<file path="src/rtl/mem_arb_pkg.sv">
// Shared types for the memory port arbiter: in-flight owner tags and pipe entries.
package mem_arb_pkg;

  localparam int unsigned MEM_LATENCY = 2;

  typedef enum logic {
    OWN_IF = 1'b0,
    OWN_D  = 1'b1
  } owner_t;

  typedef struct packed {
    logic   valid;
    owner_t owner;
    logic   squash;
  } inflight_t;

endpackage

</file>
<file path="src/rtl/mem_arb_inflight_pipe.sv">
// Two-stage owner/squash shift register tracking accesses in flight to the memory port.
// A flush marks every fetch entry currently held so its response is dropped on return.
module mem_arb_inflight_pipe
  import mem_arb_pkg::*;
(
  input  logic      clk_i,
  input  logic      rst_ni,
  input  logic      en_i,
  input  logic      issue_i,
  input  owner_t    owner_i,
  input  logic      flush_i,
  output inflight_t head_o
);

  inflight_t s1_q, s1_d;
  inflight_t s2_q, s2_d;

  always_comb begin
    s1_d = s1_q;
    s2_d = s2_q;
    if (en_i) begin
      // The access issued this cycle belongs to the redirected stream, so it is never squashed.
      s1_d = '{valid: issue_i, owner: owner_i, squash: 1'b0};
      s2_d = s1_q;
      if (flush_i && s1_q.valid && (s1_q.owner == OWN_IF)) begin
        s2_d.squash = 1'b1;
      end
    end
  end

  always_ff @(posedge clk_i) begin
    if (!rst_ni) begin
      s1_q <= '0;
      s2_q <= '0;
    end else begin
      s1_q <= s1_d;
      s2_q <= s2_d;
    end
  end

  assign head_o = s2_q;

endmodule

</file>
<file path="src/rtl/mem_port_arbiter.sv">
// Shares one 2-cycle pipelined memory port between fetch and the data stage.
// Define ARB_STARVE_GUARD_EN to build in the fetch starvation guard.
module mem_port_arbiter
  import mem_arb_pkg::*;
#(
  parameter int unsigned ADDR_W     = 32,
  parameter int unsigned DATA_W     = 32,
  parameter int unsigned STARVE_MAX = 4
) (
  input  logic              clk_i,
  input  logic              rst_ni,
  input  logic              clk_en_i,
  input  logic              if_req_i,
  input  logic [ADDR_W-1:0] if_addr_i,
  input  logic              if_flush_i,
  output logic              if_grant_o,
  output logic              if_rvalid_o,
  output logic [DATA_W-1:0] if_rdata_o,
  input  logic              d_req_i,
  input  logic              d_we_i,
  input  logic [ADDR_W-1:0] d_addr_i,
  input  logic [DATA_W-1:0] d_wdata_i,
  input  logic [3:0]        d_be_i,
  output logic              d_grant_o,
  output logic              d_rvalid_o,
  output logic [DATA_W-1:0] d_rdata_o,
  output logic              mem_en_o,
  output logic              mem_we_o,
  output logic [ADDR_W-1:0] mem_addr_o,
  output logic [DATA_W-1:0] mem_wdata_o,
  output logic [3:0]        mem_be_o,
  input  logic [DATA_W-1:0] mem_rdata_i
);

  if (STARVE_MAX == 0) begin : g_starve_max_check
    $error("STARVE_MAX must be nonzero");
  end

  logic      active;
  logic      force_if;
  inflight_t head;

  assign active = rst_ni & clk_en_i;

`ifdef ARB_STARVE_GUARD_EN
  localparam int unsigned CntW = $clog2(STARVE_MAX + 1);

  logic [CntW-1:0] starve_q, starve_d;

  assign force_if = if_req_i && (starve_q == CntW'(STARVE_MAX));

  always_comb begin
    starve_d = starve_q;
    if (active) begin
      if (if_grant_o) begin
        starve_d = '0;
      end else if (if_req_i && d_grant_o) begin
        starve_d = starve_q + CntW'(1);
      end
    end
  end

  always_ff @(posedge clk_i) begin
    if (!rst_ni) begin
      starve_q <= '0;
    end else begin
      starve_q <= starve_d;
    end
  end
`else
  assign force_if = 1'b0;
`endif

  always_comb begin
    d_grant_o  = active & d_req_i & ~force_if;
    if_grant_o = active & if_req_i & (force_if | ~d_req_i);
  end

  always_comb begin
    mem_en_o    = if_grant_o | d_grant_o;
    mem_we_o    = d_grant_o & d_we_i;
    mem_addr_o  = d_grant_o ? d_addr_i : if_addr_i;
    mem_wdata_o = d_grant_o ? d_wdata_i : '0;
    mem_be_o    = d_grant_o ? d_be_i : 4'hF;
  end

  mem_arb_inflight_pipe u_pipe (
    .clk_i   (clk_i),
    .rst_ni  (rst_ni),
    .en_i    (clk_en_i),
    .issue_i (mem_en_o),
    .owner_i (d_grant_o ? OWN_D : OWN_IF),
    .flush_i (if_flush_i),
    .head_o  (head)
  );

  // A flush in the same cycle as a fetch return suppresses that return as well.
  assign if_rvalid_o = active & head.valid & (head.owner == OWN_IF) & ~head.squash & ~if_flush_i;
  assign d_rvalid_o  = active & head.valid & (head.owner == OWN_D);
  assign if_rdata_o  = mem_rdata_i;
  assign d_rdata_o   = mem_rdata_i;

endmodule

</file>
<file path="config.mk">
export PLATFORM = sky130hd
export DESIGN_NAME = mem_port_arbiter
export DESIGN_NICKNAME = d
export VERILOG_FILES = /design/src/rtl/mem_arb_pkg.sv /design/src/rtl/mem_arb_inflight_pipe.sv /design/src/rtl/mem_port_arbiter.sv
export SDC_FILE = /design/constraint.sdc
export NUM_CORES = 1
export LEC_CHECK = 0
export CORE_AREA = 2 2 106 108
export CTS_CLUSTER_DIAMETER = 120
export DETAILED_ROUTE_END_ITERATION = 16
export DIE_AREA = 0 0 108 110
export DONT_BUFFER_PORTS = 1
export GPL_TIMING_DRIVEN = 0
export SLEW_MARGIN = 20
export SYNTH_ARGS = -nofsm -noshare
export SYNTH_HDL_FRONTEND = slang
export SYNTH_SLANG_ARGS = --single-unit
</file>
<file path="constraint.sdc">
create_clock -name clk_i -period 2.75 [get_ports clk_i]
set_input_delay 0.6875 -clock clk_i [delete_from_list [all_inputs] [get_ports clk_i]]
set_output_delay 0.6875 -clock clk_i [all_outputs]
set_load 0.02 [all_outputs]
</file>
Word-level counts from Yosys, hierarchy flattened:

Cells that the tools add are included.
W data, S select, Z words.

* muxes and demuxes: 5
* bitwise operators: 16
* reductions and logical operators: 2

Operators with widths (count)
* $mux W32: 2
* $and A1 B1 Y1: 10
* $not A1 Y1: 5
* $mux W4: 1
* $logic_and A1 B1 Y1: 2
* $mux W1: 2
* $or A1 B1 Y1: 1

* register bits: 5
* input port bits: 139
* output and inout port bits: 138

Longest topological paths before layout:

Gate-level depths: netlist (run 1).

* word-level depth: 5
* gate-level depth with buffers: 5
* depth with buffers taken out: 2

Hierarchy:

Synthesis (run 1) repeated with hierarchy kept, for this count alone.

* cells, all modules: 167
* area, all modules: 1503.9 sq um

By module, submodules not included
* mem_port_arbiter: times used 1, cells each 150, area an instance 1305.0 sq um, seq. area each 0.0 sq um
* mem_arb_inflight_pipe: times used 1, cells each 17, area an instance 198.9 sq um, seq. area each 100.1 sq um

Worst setup path after synthesis (run 1):

OpenSTA, ideal clock, no wires.

* path kind: input-to-output
* start point: input clk_en_i
* end point: output mem_addr_o[0]
* arrival time: 1583 ps
* data required time: 2062 ps
* setup slack: 479 ps
* cell stages on the path: 5
* buffers on the path: 3
* cells stage by stage: buf_6 > and3_4 > buf_6 > buf_6 > mux2_4

* cells in the longest elaborated chain, start to end: 3

Ends and longest elaborated chain
* from (decl): line mem_port_arbiter.sv:12 `input logic clk_en_i,`
* $and A1 B1 Y1: line mem_port_arbiter.sv:43 `assign active = rst_ni & clk_en_i;`
* $and A1 B1 Y1: line mem_port_arbiter.sv:75 `d_grant_o = active & d_req_i & ~force_if;`
* $mux W32: line mem_port_arbiter.sv:82 `mem_addr_o = d_grant_o ? d_addr_i : if_addr_i;`
* to (decl): line mem_port_arbiter.sv:29 `output logic [ADDR_W-1:0] mem_addr_o,`

No other way between the ends.

Final worst setup path (run 1):

* start point: input clk_en_i
* end point: output mem_wdata_o[22]

* cells in the longest elaborated chain, start to end: 3

Ends and longest elaborated chain
* $and A1 B1 Y1: line mem_port_arbiter.sv:43
* $and A1 B1 Y1: line mem_port_arbiter.sv:75
* named net d_grant_o: line mem_port_arbiter.sv:24 `output logic d_grant_o,`
* $mux W32: line mem_port_arbiter.sv:83 `mem_wdata_o = d_grant_o ? d_wdata_i : '0;`
* to (decl): line mem_port_arbiter.sv:30 `output logic [DATA_W-1:0] mem_wdata_o,`

The timed path passes the listed nets, and every way through them passes these cells.

==> impl_metrics.env, run 1 <==
export IMPL_hold_viol=0
export IMPL_hp_class="reg2reg"
export IMPL_ioPinCount=277
export IMPL_synth_nets=307
export IMPL_drc=0
export IMPL_mappedNetlistArea_sq_um=1500
export IMPL_p_leak_nw=0.7996
export IMPL_cts_resized=0
export IMPL_antennaDiodeCount=0
export IMPL_yosysWarnings=0
export IMPL_ys_types=19
export IMPL_clk_pin_slew_ns=0.04
export IMPL_cts_num_sinks=5
export IMPL_gp_congestion=0.6630
export IMPL_final_common_cell="buf_4"
export IMPL_io_buffers=0
export IMPL_rows=38
export IMPL_avgRoutedWirePerCell_um=16.42
export IMPL_fin_crit_sh=0.8861
export IMPL_drive_gt1_frac=0.6337
export IMPL_grt_first_pass_wirelength_mm=5.685
export IMPL_critPathMaxStageDelay_ns=0.36
export IMPL_cts_max_level=1
export IMPL_power_density_nw_per_um2=311.5
export IMPL_coreArea_sq_um=10700
export IMPL_clk_insertion_delay_late_ns=0.22
export IMPL_drtAntennaViolNets=0
export IMPL_die_area_sq_um=11880
export IMPL_synth_cells=168
export IMPL_cp_slowest_cell="and2_1"
export IMPL_wl_mm=5.122
export IMPL_max_slew_margin=0.4110
export IMPL_synth_simple_area_share=0.2043
export IMPL_via_per_inst=3.583
export IMPL_fin_nets=312
export IMPL_drv_slew=0
export IMPL_cts_path_max_buffers=2
export IMPL_rsz0062_at_grt="no"
export IMPL_crit_path_start_kind="input pin"
export IMPL_synth_top_area_share=0.3203
export IMPL_die_h_um=110
export IMPL_antenna_found_initial=0
export IMPL_post_cts_buffers=0
export IMPL_min_period_ns=2.437
export IMPL_final_cell_mix="buf_4 (64), and2_1 (33), mux2_4 (32)"
export IMPL_timing_fmax_mhz=410.4
export IMPL_cts_buffers=3
export IMPL_initial_core_util=0.1402
export IMPL_peakVddDrop_uv=265.1
export IMPL_grt_max_degree=11
export IMPL_skew_ns=0.0009663
export IMPL_synthXorXnorAreaFrac=0
export IMPL_synth_top_family_by_area="buffers and inverters"
export IMPL_overflow=0
export IMPL_netlist_top_cells_area="buf_4 (32%), mux2_4 (32%), and2_1 (14%), dfxtp_1 (6.7%), buf_6 (4.5%)"
export IMPL_grt_pass1_vias=1014
export IMPL_cts_tree="built"
export IMPL_vias=1118
export IMPL_p_total_w=0.0005359
export IMPL_grt_usage=0.06772
export IMPL_worst_pin_slew_ns=0.8754
export IMPL_dp_hpwl_mm=4.684
export IMPL_crit_arrival_ns=1.75
export IMPL_synthAdderAreaFrac=0
export IMPL_tns_ns=0
export IMPL_cts_root_buf="clkbuf_8"
export IMPL_yosys_area_top_type="buf_4"
export IMPL_dr_pass1_iters=4
export IMPL_yosysSeqAreaShare=0.06672
export IMPL_holdBufCountCts=0
export IMPL_path_max_fanout=10
export IMPL_setup_violations=0
export IMPL_cap_violations=0
export IMPL_status="finished, final reports clean"
export IMPL_crit_top_cell="buf_6"
export IMPL_cp_end_kind="output pin"
export IMPL_drtIter0Drc=19
export IMPL_required_ns=2.06
export IMPL_muxShareOfSynthArea=0.3403
export IMPL_avgSynthCellArea_sq_um=8.930
export IMPL_critical_path_class="in2out"
export IMPL_area_growth_pct=14.68
export IMPL_synth_compound_area_frac=0.008340
export IMPL_synth_seq_cells=5
export IMPL_die_width_um=108
export IMPL_cp_cell_sequence="buf_6, and3_4, buf_6, buf_2, and2_1"
## path summary, 6_finish.rpt
check / from / to / slack [ns] / depth (start not counted)
hold reg to reg: u_pipe.head_o[0]$_SDFFE_PN0P_ / u_pipe.head_o[0]$_SDFFE_PN0P_ / 0.48 / 2
setup / recovery: clk_en_i / mem_wdata_o[22] / 0.31 / 5
setup reg to reg: u_pipe.s1_q[2]$_SDFFE_PN0P_ / u_pipe.s1_q[2]$_SDFFE_PN0P_ / 2.07 / 2
hold / removal: u_pipe.head_o[0]$_SDFFE_PN0P_ / u_pipe.head_o[0]$_SDFFE_PN0P_ / 0.48 / 2
## cell usage after synthesis
cell / count
a211oi_1: 1
a21oi_1: 1
and2_1: 33
and3_4: 1
buf_2: 1
buf_4: 64
buf_6: 6
clkbuf_2: 2
dfxtp_1: 5
inv_1: 2
mux2_4: 32
mux2i_1: 3
nand2_1: 1
nand2b_1: 5
nand3_1: 1
nand4b_1: 1
nor2_1: 7
nor3b_1: 1
nor4_1: 1
## layout make-up
| type | instances | area [sq um] |
|---|---|---|
| Fill cell | 1172 | 8977 |
| Tap cell | 140 | 175.2 |
| Inverter | 2 | 7.507 |
| Sequential cell | 5 | 100.1 |
| Buffer | 73 | 563.0 |
| Multi-Input combinational cell | 88 | 829.5 |
| Clock buffer | 4 | 45.04 |
## power by group
group	leakage [nW]	total [W]	internal (W)	switching, W
logic	0.736	0.000321	0.000134	0.000187
clock network	0.0228	0.000136	0.0000995	0.0000364
registers	0.0410	0.0000792	0.0000767	0.00000252
total	0.800	0.000536	0.000310	0.000226
## cell families after synthesis
group,after synthesis
multiplexers,35
AND/OR/NAND/NOR,51
AO/OA/AOI/OAI,2
buffers and inverters,75
flip-flops,5
## routing by layer
metal,track usage,part of all wire,vias up
li1,-,-,484
met5,0,0,-
met4,0.02106,0.012,0
met2,0.1469,0.59,145
met3,0.005879,0.11,5
met1,0.06598,0.29,484
## state kept, by name, indices dropped and copies added (netlist names)
register and cells:
u_pipe.head_o 3, u_pipe.s1_q 2
## stage by stage
stage	instances	setup WS [ns]	hold slack, ns	utilization	area [sq um]
after floorplan	168	0.4793	0.4495	-	1500
after global placement	308	0.2967	0.4674	0.1566	1675
after detailed placement	308	0.2774	0.4706	0.1566	1675
after CTS	312	0.2756	0.4767	0.1608	1720
after global routing	312	0.2369	0.5219	0.1608	1720
final	312	0.3132	0.4758	0.1608	1720
## critical path, delay by kind of cell
family / cells / cell delay, ns
AND/OR/NAND/NOR: 2 / 0.54
buffers and inverters: 3 / 0.51
Note: power is estimated with default switching activity, not from simulation.
==> inputs of run 2 (changes only) <==
SLEW_MARGIN = not set   (was 20)
==> results of run 2 <==
Final layout, timing and power as in run 1 (identical DEF).
==> inputs of run 3 (changes only) <==
CORE_AREA = 2 2 107 109   (was 2 2 106 108)
DIE_AREA = 0 0 109 111   (was 0 0 108 110)
clock period = 2.3 ns   (was 2.75 ns; I/O delays follow)
==> impl_metrics.env, run 3 (synthesis gave the netlist of run 1 again) <==
export IMPL_status="finished, final reports clean"
export IMPL_drive_gt1_frac=0.6337
export IMPL_path_max_fanout=10
export IMPL_hold_viol=0
export IMPL_min_period_ns=2.178
export IMPL_gp_congestion=0.6978
export IMPL_cp_slowest_cell="nor4_1"
export IMPL_largest_register_ffs=3
export IMPL_tns_ns=0
export IMPL_worst_pin_slew_ns=1.033
export IMPL_grt_usage=0.06914
export IMPL_grt_pass1_vias=958
export IMPL_drtIter0Drc=39
export IMPL_p_leak_nw=0.8151
export IMPL_drtAntennaViolNets=0
export IMPL_dp_hpwl_mm=4.647
export IMPL_grt_max_degree=11
export IMPL_wl_mm=5.112
export IMPL_drc=0
export IMPL_max_slew_margin=0.3050
export IMPL_dp_cells=311
export IMPL_crit_path_start_kind="input pin"
export IMPL_io_buffers=0
export IMPL_setup_violations=0
export IMPL_cts_num_sinks=5
export IMPL_clk_pin_slew_ns=0.03
export IMPL_hp_class="reg2reg"
export IMPL_final_common_cell="buf_4"
export IMPL_cts_max_level=1
export IMPL_peakVddDrop_uv=163.9
export IMPL_via_per_inst=3.489
export IMPL_rows=39
export IMPL_cts_resized=0
export IMPL_critical_path_top_delay_family="simple AND/OR/NAND/NOR gates"
export IMPL_cp_cell_sequence="buf_6, nand3_1, nor4_1"
export IMPL_cap_violations=0
export IMPL_critical_path_class="in2out"
export IMPL_grt_first_pass_wirelength_mm=6.051
export IMPL_die_width_um=109
export IMPL_vias=1141
export IMPL_drv_slew=0
export IMPL_final_cells=327
export IMPL_area_growth_pct=19.18
export IMPL_holdBufCountCts=0
export IMPL_coreArea_sq_um=11080
export IMPL_power_density_nw_per_um2=427.0
export IMPL_cts_buffers=3
export IMPL_required_ns=1.73
export IMPL_cts_root_buf="clkbuf_16"
export IMPL_critPathMaxStageDelay_ns=0.80
export IMPL_skew_ns=0.002105
export IMPL_cp_end_kind="output pin"
export IMPL_final_cell_mix="buf_4 (64), and2_1 (33), mux2_4 (32)"
export IMPL_ioPinCount=277
export IMPL_post_cts_buffers=0
export IMPL_dr_pass1_iters=4
export IMPL_cp_num_buf_inv=1
export IMPL_avgRoutedWirePerCell_um=15.63
export IMPL_crit_arrival_ns=1.60
export IMPL_antenna_found_initial=12
export IMPL_rsz0062_at_grt="no"
export IMPL_clk_insertion_delay_late_ns=0.23
export IMPL_die_area_sq_um=12100
export IMPL_cts_path_max_buffers=2
export IMPL_cts_tree="built"
export IMPL_fin_nets=312
export IMPL_die_h_um=111
export IMPL_overflow=0
export IMPL_timing_fmax_mhz=459.1
export IMPL_fin_crit_sh=0.9471
export IMPL_initial_core_util=0.1354
run 3: cell types whose count changed in the layout (fill, tap and decap cells not counted), sizes merged:
cell / change
diode: +12
run 3: per-stage QoR:
stage	instance area, sq um	power, W	setup WS [ns]	util	hold slack, ns
floorplan	1500	0.0004561	0.2543	-	0.4495
global placement	1679	0.0004794	0.1187	0.1516	0.4629
detailed placement	1679	0.0004799	0.09731	0.1516	0.4886
CTS	1758	0.0007676	0.09481	0.1587	0.4940
global route	1783	0.0007904	0.06456	0.1610	0.5158
finish	1788	0.0007635	0.1218	0.1614	0.4923
run 3: where the power goes:
group          switching, W  total (W)  internal, W
clock network     0.0000573   0.000287     0.000230
logic              0.000222   0.000382     0.000160
registers        0.00000304  0.0000948    0.0000917
total              0.000282   0.000763     0.000482
run 3: layer usage:
layer | part of all wire | GRT usage | up-vias
li1 | - | - | 501
met1 | 0.29 | 0.06201 | 501
met2 | 0.51 | 0.1263 | 131
met3 | 0.18 | 0.04409 | 6
met4 | 0.010 | 0.01795 | 2
met5 | 0.0025 | 0 | -
run 3: area by class of cell:
type | instances | area [sq um]
Fill cell | 1227 | 9289
Buffer | 73 | 563.0
Multi-Input combinational cell | 88 | 829.5
Antenna cell | 12 | 30.03
Tap cell | 143 | 178.9
Sequential cell | 5 | 100.1
Clock buffer | 4 | 78.83
Inverter | 2 | 7.507
run 3: worst register-to-register path: stages, from the launching register on:
cell,delay [ns]
dfxtp_1,0.35
nor2_1,0.05
a211oi_1,0.24
run 3: path summary, 6_finish.rpt:
kind                                 startpoint                       endpoint  slack (ns)  cells past startpoint
setup / recovery                       clk_en_i                    if_rvalid_o        0.12                      3
hold / removal    u_pipe.head_o[0]$_SDFFE_PN0P_  u_pipe.head_o[0]$_SDFFE_PN0P_        0.49                      2
setup reg to reg    u_pipe.s1_q[2]$_SDFFE_PN0P_    u_pipe.s1_q[2]$_SDFFE_PN0P_        1.56                      2
hold reg to reg   u_pipe.head_o[0]$_SDFFE_PN0P_  u_pipe.head_o[0]$_SDFFE_PN0P_        0.49                      2
